--- src/rtl/reg_file_pkg.sv ---
// Shared widths and types for the register file.
// Optional macro REGFILE_BYPASS_EN (consumed by reg_file_rdport) enables write-first forwarding.
package reg_file_pkg;

    localparam int XLEN       = 32;
    localparam int REG_ADDR_W = 5;
    localparam int NUM_REGS   = 32;

    typedef logic [REG_ADDR_W-1:0] reg_addr_t;
    typedef logic [XLEN-1:0]       xlen_t;

endpackage

--- src/rtl/reg_file_rdport.sv ---
// One combinational read port: 32:1 select over the register view.
// With REGFILE_BYPASS_EN defined, a live write to the same index is forwarded (write-first).
module reg_file_rdport
    import reg_file_pkg::*;
(
    input  logic [NUM_REGS-1:0][XLEN-1:0] i_regs,
    input  logic [4:0]                    i_rs_addr,
    input  logic                          i_wr_live,
    input  logic [4:0]                    i_wr_addr,
    input  logic [31:0]                   i_wr_data,
    output logic [31:0]                   o_rs_data
);

`ifdef REGFILE_BYPASS_EN
    // i_wr_live already excludes x0 and reset, so forwarding never touches x0
    always_comb begin
        o_rs_data = i_regs[i_rs_addr];
        if (i_wr_live && (i_wr_addr == i_rs_addr))
            o_rs_data = i_wr_data;
    end
`else
    logic w_unused_wr;

    assign o_rs_data   = i_regs[i_rs_addr];
    assign w_unused_wr = ^{i_wr_live, i_wr_addr, i_wr_data};
`endif

endmodule

--- src/rtl/reg_file.sv ---
// 32 x 32-bit register file, x0 hardwired to zero, two async read ports, one sync write port.
// Build option: REGFILE_BYPASS_EN enables same-cycle write-to-read forwarding.
module reg_file
    import reg_file_pkg::*;
(
    input  logic        clk,
    input  logic        reset,
    input  logic [4:0]  rs1_addr,
    input  logic [4:0]  rs2_addr,
    input  logic [4:0]  rd_addr,
    input  logic [31:0] rd_data,
    input  logic        rd_wren,
    output logic [31:0] rs1_data,
    output logic [31:0] rs2_data
);

    logic [NUM_REGS-1:1][XLEN-1:0] r_regs;
    logic [NUM_REGS-1:0][XLEN-1:0] w_regs_view;
    logic [NUM_REGS-1:1]           w_wr_sel;
    logic                          w_wr_live;

    assign w_wr_live = rd_wren & ~reset & (rd_addr != '0);

    always_comb begin
        w_wr_sel = '0;
        for (int i = 1; i < NUM_REGS; i++)
            w_wr_sel[i] = w_wr_live && (rd_addr == REG_ADDR_W'(i));
    end

    always_ff @(posedge clk or posedge reset) begin
        if (reset) begin
            r_regs <= '0;
        end else begin
            for (int i = 1; i < NUM_REGS; i++)
                if (w_wr_sel[i]) r_regs[i] <= rd_data;
        end
    end

    // x0 is not stored; the read view ties its slot to zero
    assign w_regs_view = {r_regs, XLEN'(0)};

    reg_file_rdport u_rdport1 (
        .i_regs    (w_regs_view),
        .i_rs_addr (rs1_addr),
        .i_wr_live (w_wr_live),
        .i_wr_addr (rd_addr),
        .i_wr_data (rd_data),
        .o_rs_data (rs1_data)
    );

    reg_file_rdport u_rdport2 (
        .i_regs    (w_regs_view),
        .i_rs_addr (rs2_addr),
        .i_wr_live (w_wr_live),
        .i_wr_addr (rd_addr),
        .i_wr_data (rd_data),
        .o_rs_data (rs2_data)
    );

endmodule
--- config.mk ---
export PLATFORM = sky130hd
export DESIGN_NAME = reg_file
export DESIGN_NICKNAME = d
export VERILOG_FILES = /design/src/rtl/reg_file_pkg.sv /design/src/rtl/reg_file_rdport.sv /design/src/rtl/reg_file.sv
export SDC_FILE = /design/constraint.sdc
export NUM_CORES = 2
export LEC_CHECK = 0
export CORE_UTILIZATION = 47
export DETAILED_ROUTE_END_ITERATION = 16
export DONT_BUFFER_PORTS = 1
export PLACE_DENSITY = 0.7
export SYNTH_ARGS = -nofsm -noshare
export SYNTH_HDL_FRONTEND = slang
export SYNTH_SLANG_ARGS = --single-unit
--- constraint.sdc ---
create_clock -name clk -period 66.9 [get_ports clk]
set_input_delay 6.69 -clock clk [delete_from_list [all_inputs] [get_ports clk]]
set_output_delay 6.69 -clock clk [all_outputs]
set_load 0.05 [all_outputs]
* After elaboration in Yosys (flattened, before gate mapping) *
Index checks and enable logic that the tools add are counted.

storage, ports and cells
  flip-flop bits (word level) = 992
  input bits = 50
  output and inout port bits = 64
  logic and storage cells = 103

operators by class
  order comparisons = 2
  equality and inequality tests = 31
  mux-type cells = 4
  bitwise logic cells = 3
  reduce and logical (&&, ||, !) cells = 32

operator list
  cell                                                                           count
  32-bit binary-select mux with 5-bit select                                     2
  5-bit equality test (second input constant)                                    16
  32-bit 2-to-1 mux                                                              2
  5-bit by 4-bit equality test with 1-bit output (second input constant)         8
  1-bit logical AND                                                              31
  5-bit by 3-bit equality test with 1-bit output (second input constant)         4
  5-bit by 6-bit less-than comparator with 1-bit output (second input constant)  2
  5-bit by 2-bit equality test with 1-bit output (second input constant)         2
  5-bit by 1-bit equality test with 1-bit output (second input constant)         1
  5-bit nonzero test                                                             1
  1-bit AND                                                                      2
  1-bit inverter                                                                 1

* Longest topological paths before layout *
  depth after elaboration = 4
  gate-level depth with buffers = 9
  depth with buffers taken out = 4

* Modules after synthesis *
A second synthesis with hierarchy kept.

unflattened totals
  cell total of the unflattened synthesis = 4,550
  area total of the unflattened synthesis = 54,980.2 um^2

modules (own cells, without submodules)
  module           instances  cells each  area each (um^2)  sequential area each (um^2)
  reg_file         1          2,234       37,205.7          24,823.8
  reg_file_rdport  2          1,158       8,887.3           0.0

* Worst setup path after synthesis *
Ideal clock, no wire load.

  path type = input to output
  from = input rs2_addr[0]
  to = output rs2_data[10]
  arrival time = 9.047 ns
  required time = 60.210 ns
  setup slack = 51.163 ns
  stages on the path = 8
  path buffers = 5
  path through = buf_4 -> buf_4 -> buf_4 -> buf_4 -> clkbuf_1 -> a22o_1 -> a211oi_1 -> o31ai_1

on the way
  word-level cells in the longest chain between the ends = 2

ends and longest elaborated chain
  item                                        line                   source
  from (decl)                                 reg_file.sv:9          input logic [4:0] rs2_addr,
  32-bit binary-select mux with 5-bit select  reg_file_rdport.sv:24  assign o_rs_data = i_regs[i_rs_addr];
  32-bit 2-to-1 mux (not written as such)     reg_file_rdport.sv:24
  to (decl)                                   reg_file.sv:14         output logic [31:0] rs2_data

Every way passes these cells. The select of a mux whose other input is x is not followed.

* Worst setup path after layout *
  from = input rs1_addr[0]
  to = output rs1_data[24]

on the way
  word-level cells in the longest chain between the ends = 2

ends and longest elaborated chain
  item                                        line                   source
  from (decl)                                 reg_file.sv:8          input logic [4:0] rs1_addr,
  32-bit binary-select mux with 5-bit select  reg_file_rdport.sv:24
  32-bit 2-to-1 mux (not written as such)     reg_file_rdport.sv:24
  to (decl)                                   reg_file.sv:13         output logic [31:0] rs1_data,

Every way passes these cells. The select of a mux whose other input is x is not followed.

==> results.json <==
{
  "status": "finished, final reports clean",
  "slew_viol_final": 0,
  "finalSetupViolCount": 0,
  "die_h_um": 338,
  "synth_seq_cells": 992,
  "max_freq_ghz": 0.0605,
  "met3_usage": 0.0471,
  "io_pins": 114,
  "die_area_um2": 115000,
  "critPathRequiredTime_ns": 60.21,
  "worst-path-max-fanout": 289,
  "numCtsBuffers": 107,
  "syn_area_um2": 53200,
  "top_register": "r_regs",
  "layout_setup_ws_ns": 50.37,
  "syn_to_final_growth_pct": 8.96,
  "synth-seq-area-share": 0.467,
  "hp-class": "reg -> reg",
  "cts_max_level": 3,
  "cts_setup_buffers": 0,
  "hold_buffers": 0,
  "largest_reg_flops": 992,
  "finClkSkew_ns": 0,
  "top_regs": "r_regs: 992 flops",
  "cellLeakagePower_nw": 25.8,
  "synth_cell_types": 32,
  "use_met1": 0.364,
  "synthFlopType": "dfrtp_1",
  "fin_crit_sh": 0.247,
  "clock-sinks": 992,
  "overflow": 0,
  "die_w_um": 338,
  "wire_per_inst_um": 30.0,
  "fin_nets": 3435,
  "rows": 123,
  "wl_um": 149000,
  "synth_edf_count": 0,
  "ant_nets": 0,
  "dp_hpwl_um": 80400,
  "critPathLaunchType": "primary input",
  "cp-end-kind": "output pin",
  "drtIter0Drc": 2718,
  "p_per_area_nw_per_um2": 27.3,
  "path_class": "in -> out",
  "regArea_um2": 24800,
  "grt_max_degree": 290,
  "peakVddDrop_v": 0.0000187,
  "cts_resized": 0,
  "core-area_um2": 112000,
  "synthArstFlopShare": 1.00,
  "avgSynthCellArea_um2": 14.8,
  "drc": 0,
  "vias": 32900,
  "routabilityCongestion": 0.757,
  "multi_input_area_um2": 27100,
  "port_buffers": 0,
  "cp.arrival_ns": 9.84,
  "fillers": 9365,
  "yosysWarnings": 0,
  "hold_violations": 0,
  "slew_headroom": 0.135,
  "rsz0062_at_grt": "false",
  "clkTransAtPathRegs_ns": 0.06,
  "worst_pin_slew_ns": 1.30,
  "place_ws_ns": 51.10,
  "grt_usage": 0.262,
  "drtPass1Iterations": 5,
  "antenna_found_initial": 6,
  "grt_pass1_wl_um": 226000,
  "cts_tree": "done",
  "root_buffer": "clkbuf_16",
  "start_util": 0.473,
  "clock_latency_ns": 0.69,
  "cap_violations": 0,
  "syn_inst": 3602,
  "drive_gt1_frac": 0.514,
  "grt_pass1_vias": 34200,
  "top_usage_layer": "met2",
  "period_needed_ns": 16.53,
  "met2_usage": 0.417,
  "total_power_w": 0.00158,
  "hold-worst-slack_ns": 0.510,
  "viasPerCell": 6.61,
  "cts.path.max_buffers": 3,
  "fin_tns_setup_ns": 0,
  "synth_nets": 3652
}
## metrics by stage
| stage | util | instances | instance area, um2 |
|---|---|---|---|
| detailed placement | 0.484 | 4776 | 54400 |
| global route | 0.516 | 4973 | 58000 |
| finish | 0.516 | 4975 | 58000 |
| CTS | 0.516 | 4973 | 58000 |
| global placement | 0.484 | 4776 | 54400 |
| floorplan | - | 3602 | 53200 |
## area by class of cell
type / instances / share of cell area
Antenna cell: 2 / 0.0000864
Clock buffer: 166 / 0.0558
Clock inverter: 31 / 0.00507
Inverter: 3 / 0.000324
Multi-Input combinational cell: 2206 / 0.468
Sequential cell: 992 / 0.428
Tap cell: 1500 / 0.0324
Timing Repair Buffer: 75 / 0.00993
## placed cells by master, fill, tap and decap left out, types with 2 or more instances in the layout
cell	count
mux2_2	1043
dfrtp_1	992
mux4_2	384
mux2i_1	192
a22o_1	192
clkbuf_16	110
buf_4	74
and2_1	64
o22ai_1	64
a211oi_1	64
o21ai_0	64
o31ai_2	63
clkbuf_1	29
clkbuf_8	27
clkinv_2	21
nor2_4	14
mux2_1	13
nand2_2	13
nor2b_4	6
bufinv_16	4
nand3_4	3
diode_2	2
nand3b_1	2
or3_2	2
nand2_1	2
nor3b_2	2
nand2b_1	2
nor2b_1	2
inv_2	2
nand2b_2	2
and2_2	2
clkinvlp_4	2
inv_6	2
## synth_stat cells, types with 3 or more instances
master       n  share of area
buf_4       24         0.0034
nand3_1      5        0.00047
a22o_1     192          0.032
mux2i_1    192          0.036
o21ai_0     64         0.0060
nor2_2       3        0.00035
nand2b_1     4        0.00047
nand2_1     15         0.0011
o22ai_1     64         0.0075
mux2_2    1043           0.22
inv_1        3        0.00021
o31ai_1     64         0.0090
mux4_2     384           0.16
nor2b_1      8        0.00094
dfrtp_1    992           0.47
and2_1      66         0.0078
buf_2      147          0.014
mux2_1      13         0.0028
clkbuf_1   207          0.015
a211oi_1    64         0.0090
nor2_1      12        0.00085
buf_1       22         0.0016
## worst max-delay path: stages
cell and delay, ns:
nor2b_4 0.82, buf_4 0.53, a22o_1 0.22, a211oi_1 0.08, o31ai_2 0.91
## layer usage
layer  share of wire  vias up
met1            0.42    17700
li1                -    13600
met2            0.48     1259
met3           0.073      302
met4           0.034        0
met5               0        -
## kinds of logic after synthesis
| family | Yosys count | share of synthesized area |
|---|---|---|
| buf+inv | 404 | 0.0338 |
| simple gates | 126 | 0.0140 |
| mux | 1632 | 0.422 |
| flops | 992 | 0.467 |
| compound gates | 448 | 0.0632 |
## final timing paths
kind	start	endpoint	slack (ns)	depth (start not counted)
max in group asynchronous	reset	r_regs[432]	56.17	6
worst min register to register	r_regs[530]	r_regs[530]	0.51	1
min in group asynchronous	reset	r_regs[251]	5.99	1
worst max-delay path	rs1_addr[0]	rs1_data[24]	50.37	5
worst min-delay path	r_regs[530]	r_regs[530]	0.51	1
worst max register to register	r_regs[221]	r_regs[221]	66.09	1
## report_power, final
| part | switching [W] | total (W) | internal (W) | leakage [nW] |
|---|---|---|---|---|
| combinational | 0.000104 | 0.000257 | 0.000152 | 10.9 |
| clock | 0.000246 | 0.000593 | 0.000346 | 1.75 |
| sequential | 0.0000552 | 0.000736 | 0.000680 | 13.2 |
| total | 0.000406 | 0.00158 | 0.00118 | 25.8 |
No activity file was read; power rests on OpenSTA's default activity.
